**config.mk**
```make
export PLATFORM = sky130hd
export DESIGN_NAME = coin_acceptor_flat
export DESIGN_NICKNAME = d
export VERILOG_FILES = /design/src/rtl/coin_acceptor_if.sv /design/src/rtl/coin_acceptor.sv /design/src/flat_wrapper.sv
export SDC_FILE = /design/constraint.sdc
export NUM_CORES = 1
export LEC_CHECK = 0
export ABC_AREA = 1
export CAP_MARGIN = 20
export CORE_MARGIN = 2
export CORE_UTILIZATION = 25
export DETAILED_ROUTE_END_ITERATION = 8
export PLACE_DENSITY = 0.47
export SYNTH_ARGS = -nofsm -noshare
export SYNTH_HDL_FRONTEND = slang
export SYNTH_SLANG_ARGS = --single-unit
```
**constraint.sdc**
```tcl
create_clock -name clock -period 2.05 [get_ports clock]
set_input_delay 0.41 -clock clock [delete_from_list [all_inputs] [get_ports clock]]
set_output_delay 0.41 -clock clock [all_outputs]
set_load 0.02 [all_outputs]
```
**src/rtl/coin_acceptor_if.sv**
```systemverilog
// Coin acceptor sensor/vend-controller bundle.
// slave = acceptor side, master = the sensors and vend controller side.
interface coin_acceptor_if #(
    parameter int FIFO_DEPTH = 4
);
    localparam int PW = $clog2(FIFO_DEPTH) + 1;

    logic          nickel_sense;
    logic          dime_sense;
    logic [1:0]    coin;
    logic          reject;
    logic          overflow;
    logic [PW-1:0] pending;

    modport master (
        output nickel_sense,
        output dime_sense,
        input  coin,
        input  reject,
        input  overflow,
        input  pending
    );

    modport slave (
        input  nickel_sense,
        input  dime_sense,
        output coin,
        output reject,
        output overflow,
        output pending
    );
endinterface

```
**src/rtl/coin_acceptor.sv**
```systemverilog
// Coin acceptor: sync + debounce two slot sensors, queue coin events,
// and emit one-cycle coin codes separated by an idle gap.
module coin_acceptor #(
    parameter int DEBOUNCE_CYCLES = 4,
    parameter int GAP_CYCLES      = 2,
    parameter int FIFO_DEPTH      = 4
) (
    input logic            clock,
    input logic            reset,
    coin_acceptor_if.slave bus
);
    localparam int AW = $clog2(FIFO_DEPTH);
    localparam int PW = AW + 1;
    localparam logic [7:0]    CNT_LAST = 8'(DEBOUNCE_CYCLES - 1);
    localparam logic [3:0]    GAP_LAST = 4'(GAP_CYCLES - 1);
    localparam logic [PW-1:0] FULL     = PW'(FIFO_DEPTH);

    typedef enum logic [1:0] {IDLE, DRIVE, GAP} state_t;

    // bit 0 = nickel channel, bit 1 = dime channel
    logic [1:0]      raw;
    logic [1:0]      sync1_q, sync2_q;
    logic [1:0]      lvl_q, lvl_d;
    logic [1:0]      ev_q, ev_d;
    logic [1:0][7:0] cnt_q, cnt_d;

    state_t     state_q, state_d;
    logic [3:0] gcnt_q, gcnt_d;
    logic [1:0] coin_q, coin_d;
    logic       reject_q, reject_d;
    logic       overflow_q, overflow_d;

    logic [1:0]    mem_q [FIFO_DEPTH];
    logic [AW-1:0] wr_q, rd_q;
    logic [PW-1:0] count_q, count_d;

    logic       pop, push, drop, both, one;
    logic [1:0] code;

    assign raw = {bus.dime_sense, bus.nickel_sense};

    always_ff @(posedge clock or posedge reset) begin
        if (reset) begin
            sync1_q <= '0;
            sync2_q <= '0;
            lvl_q   <= '0;
            ev_q    <= '0;
            cnt_q   <= '0;
        end else begin
            sync1_q <= raw;
            sync2_q <= sync1_q;
            lvl_q   <= lvl_d;
            ev_q    <= ev_d;
            cnt_q   <= cnt_d;
        end
    end

    // An event fires only when a channel's debounced level toggles up.
    always_comb begin
        lvl_d = lvl_q;
        ev_d  = '0;
        cnt_d = '0;
        for (int i = 0; i < 2; i++) begin
            if (sync2_q[i] != lvl_q[i]) begin
                if (cnt_q[i] == CNT_LAST) begin
                    lvl_d[i] = ~lvl_q[i];
                    ev_d[i]  = ~lvl_q[i];
                end else begin
                    cnt_d[i] = cnt_q[i] + 8'd1;
                end
            end
        end
    end

    assign both = &ev_q;
    assign one  = ^ev_q;
    assign code = ev_q[1] ? 2'b10 : 2'b01;
    assign pop  = (state_q == IDLE) && (count_q != '0);
    assign push = one && ((count_q != FULL) || pop);
    assign drop = one && (count_q == FULL) && !pop;

    assign reject_d   = both || drop;
    assign overflow_d = overflow_q || drop;

    always_comb begin
        count_d = count_q;
        if (push && !pop) begin
            count_d = count_q + PW'(1);
        end else if (pop && !push) begin
            count_d = count_q - PW'(1);
        end
    end

    always_ff @(posedge clock or posedge reset) begin
        if (reset) begin
            wr_q       <= '0;
            rd_q       <= '0;
            count_q    <= '0;
            reject_q   <= 1'b0;
            overflow_q <= 1'b0;
            for (int i = 0; i < FIFO_DEPTH; i++) begin
                mem_q[i] <= 2'b00;
            end
        end else begin
            if (push) begin
                mem_q[wr_q] <= code;
                wr_q        <= wr_q + AW'(1);
            end
            if (pop) begin
                rd_q <= rd_q + AW'(1);
            end
            count_q    <= count_d;
            reject_q   <= reject_d;
            overflow_q <= overflow_d;
        end
    end

    always_ff @(posedge clock or posedge reset) begin
        if (reset) begin
            state_q <= IDLE;
            gcnt_q  <= '0;
            coin_q  <= 2'b00;
        end else begin
            state_q <= state_d;
            gcnt_q  <= gcnt_d;
            coin_q  <= coin_d;
        end
    end

    always_comb begin
        state_d = state_q;
        gcnt_d  = gcnt_q;
        coin_d  = 2'b00;
        unique case (state_q)
            IDLE: begin
                if (count_q != '0) begin
                    coin_d  = mem_q[rd_q];
                    state_d = DRIVE;
                end
            end
            DRIVE: begin
                gcnt_d  = '0;
                state_d = GAP;
            end
            GAP: begin
                if (gcnt_q == GAP_LAST) begin
                    state_d = IDLE;
                end else begin
                    gcnt_d = gcnt_q + 4'd1;
                end
            end
            default: state_d = IDLE;
        endcase
    end

    assign bus.coin     = coin_q;
    assign bus.reject   = reject_q;
    assign bus.overflow = overflow_q;
    assign bus.pending  = count_q;
endmodule

```
**src/flat_wrapper.sv**
```systemverilog
// flat-port wrapper written by rule: the top's interface ports become plain ports
module coin_acceptor_flat 
#(
    parameter int DEBOUNCE_CYCLES = 4,
    parameter int GAP_CYCLES      = 2,
    parameter int FIFO_DEPTH      = 4
)
  (clock, reset, bus_nickel_sense, bus_dime_sense, bus_coin, bus_reject, bus_overflow, bus_pending);
  coin_acceptor_if #(.FIFO_DEPTH(FIFO_DEPTH)) bus_i ();
  input logic clock;
  input logic reset;
  input wire logic [$bits(bus_i.nickel_sense)-1:0] bus_nickel_sense;
  input wire logic [$bits(bus_i.dime_sense)-1:0] bus_dime_sense;
  output wire logic [$bits(bus_i.coin)-1:0] bus_coin;
  output wire logic [$bits(bus_i.reject)-1:0] bus_reject;
  output wire logic [$bits(bus_i.overflow)-1:0] bus_overflow;
  output wire logic [$bits(bus_i.pending)-1:0] bus_pending;
  assign bus_i.nickel_sense = bus_nickel_sense;
  assign bus_i.dime_sense = bus_dime_sense;
  assign bus_coin = bus_i.coin;
  assign bus_reject = bus_i.reject;
  assign bus_overflow = bus_i.overflow;
  assign bus_pending = bus_i.pending;
  coin_acceptor #(.DEBOUNCE_CYCLES(DEBOUNCE_CYCLES), .GAP_CYCLES(GAP_CYCLES), .FIFO_DEPTH(FIFO_DEPTH)) u_core (.clock(clock), .reset(reset), .bus(bus_i));
endmodule
```
==> reports/metrics.csv <==
metric;value;unit
status;complete, no violations;
finalPower;3.19;mW
finClkSkew;8.29;ps
fin_nets;299;
drtIter0Drc;34;
synthTopCellsByArea;dfrtp_1, nand2_1, inv_1, ha_1, nor2_1;
rsz0062_at_grt;false;
wl_per_cell;10.2;um
holdPathStages;0;
drive_gt1_share;11.6;%
ys_ff_latch;49;
ir_drop;0.371;mV
io_pins;11;
synth_commonest_cells;nand2_1, dfrtp_1, inv_1;
critPathArrivalTime;2120;ps
r2r_end;u_core.bus.pending[1];
hold_viol;0;
fin_util;29.8;%
cts_buffer_depth;2;
place_congestion;0.789;
synth_area;0.00235;mm2
cts_root_buffer;clkbuf_8;
insertion_delay;300;ps
required;2240;ps
end_kind;flop;
antenna_cells;0;
ys_warn_count;0;
syn_inst;263;
regToRegSetupSlack;120;ps
ctsHoldBuffers;0;
cts_buffers;5;
core;0.00920;mm2
path_max_fanout;3;
area_delta_synth_final;16.4;%
fin_crit;1930;ps
antenna_left;0;
clk_pin_slew;90;ps
overflow;0;
finalInstanceArea;0.00274;mm2
reg2reg_depth;7;
tritoncts;done;
synth-edff-count;0;
grt_pass1_wl;7.35;mm
numPortBuffers;10;
cp-endpoint;u_core.bus.pending[1];
worst-setup-path-type;flop to flop;
grt_pass1_vias;1636;
viasPerCell;4.13;
grt_usage;8.87;%
finalCritPeriodShare;94.2;%
yosys.area.top_type;dfrtp_1;
synth_fp_nets;278;
cts-htree-levels;2;
drc;0;
max_cap_violations;0;
yosysMostFrequentCell;nand2_1;
fillers;976;
startpoint;u_core.ev_q[1];
yosysTopAreaCellShare;52.1;%
drv_slew;0;
slew_headroom;72.2;%
synth.avg_cell_area;8.94;um2
setup_tns;0;ps
dr_total_vias;1635;
dp_hpwl;2.87;mm
min_path_type;flop to flop;
die_h;101;um
finalSetupViolCount;0;
synth_cell_types;29;
first_pass_iters;4;
start_util;25.6;%
die_area;0.0102;mm2
fin_hold_ws;355;ps
synthArstFlopShare;100;%
startpoint_type;flop;
antenna_found_initial;0;
yosysSeqAreaShare;52.1;%
fmaxAchievable;518;MHz
powerDensity;1170;mW/mm2
rows;35;
wirelength;4.04;mm
leakage;1.32;nW
cts.sinks;49;
dpl_cell_area;0.00263;mm2
grt_max_degree;50;
r2r-start;u_core.ev_q[1];
die_x;101;um
worst_slew_pin_slew;415;ps
ys.flop_type;dfrtp_1;
state kept, by name (all words and copies together) (netlist names):
register / cells
u_core.bus.pending: 3
u_core.mem_q: 8
u_core.sync1_q: 2
u_core.bus.coin: 2
u_core.bus.reject: 1
u_core.cnt_q: 16
u_core.lvl_q: 2
u_core.rd_q: 2
u_core.gcnt_q: 4
u_core.sync2_q: 2
u_core.bus.overflow: 1
u_core.wr_q: 2
u_core.state_q: 2
u_core.ev_q: 2
power by group:
part	internal (mW)	switching (mW)	total, mW
Combinational	0.485	0.674	1.16
Sequential	1.20	0.203	1.41
Clock	0.306	0.322	0.627
per-stage QoR:
| step | setup slack [ps] | cells |
|---|---|---|
| after global placement | 161 | 387 |
| after floorplan | 65.7 | 263 |
| after detailed placement | 130 | 387 |
| final | 119 | 396 |
| after global routing | 21.2 | 396 |
| after CTS | 111 | 395 |
critical path, cell delays in order (launching register included):
cell,delay (ps)
dfrtp_1,390
ha_1,320
nand2_2,90
inv_1,50
ha_1,210
inv_1,90
fa_1,410
mux2_2,260
logic make-up (layout without fill, tap and decap cells):
group | after synthesis | after routing | synth area share, %
muxes | 1 | 1 | 0.479
DFF | 49 | 49 | 52.1
buffers and inverters | 41 | 63 | 6.97
and+or+nand+nor | 132 | 132 | 25.4
AOI/OAI and AO/OA | 20 | 20 | 5.16
adders and majority gates | 11 | 11 | 6.17
xor gates and xnor gates | 9 | 9 | 3.67
metal layers:
metal	global-route usage [%]	routed length (um)	part of all wire, %
met5	0	0	0
met4	2.49	31	0.77
met3	2.29	72	1.8
met2	14.7	1820	45
met1	11.5	2120	52
what timing repair did:
action                                  CTS  global route
endpoints found under the setup margin    0             1
resized for setup                         0             1
buffers inserted                          0             1
how the worst min path moves through the flow:
stage / slack (ps) / to / from
after floorplan: 330 / u_core.sync2_q[0] / u_core.sync1_q[0]
after global placement: 330 / u_core.sync2_q[0] / u_core.sync1_q[0]
after detailed placement: 340 / u_core.sync2_q[0] / u_core.sync1_q[0]
after CTS: 360 / u_core.sync2_q[0] / u_core.sync1_q[0]
after global routing: 360 / u_core.sync2_q[1] / u_core.sync1_q[1]
final: 360 / u_core.sync2_q[0] / u_core.sync1_q[0]
layout by cell type, fill, tap and decap left out:
cell,count
nand3_1,15
fa_1,1
inv_2,3
a21oi_1,3
mux2_2,1
nor3_1,5
nand3b_1,1
buf_4,6
o21bai_2,1
a31oi_1,1
nand2_2,5
clkbuf_8,7
nor2_2,3
a21oi_2,1
o21ai_1,2
ha_1,10
xor2_1,5
xnor2_1,3
o21bai_1,2
xnor2_2,1
clkinv_2,1
nand3_2,2
nand3_4,1
inv_1,35
nand4_1,12
nand2_1,61
nor2_1,27
dfrtp_1,49
clkdlybuf4s50_1,10
o21ai_0,8
o211ai_1,2
buf_12,1
cell type report:
cell class	instances	area, um2	area share, %
Multi-Input combinational cell	173	965	35.2
Clock inverter	1	5.00	0.183
Timing Repair Buffer	17	165	6.03
Sequential cell	49	1230	44.8
Inverter	38	143	5.21
Tap cell	111	139	5.07
Clock buffer	7	96.3	3.52
Note: power is estimated with default switching activity, not from simulation.
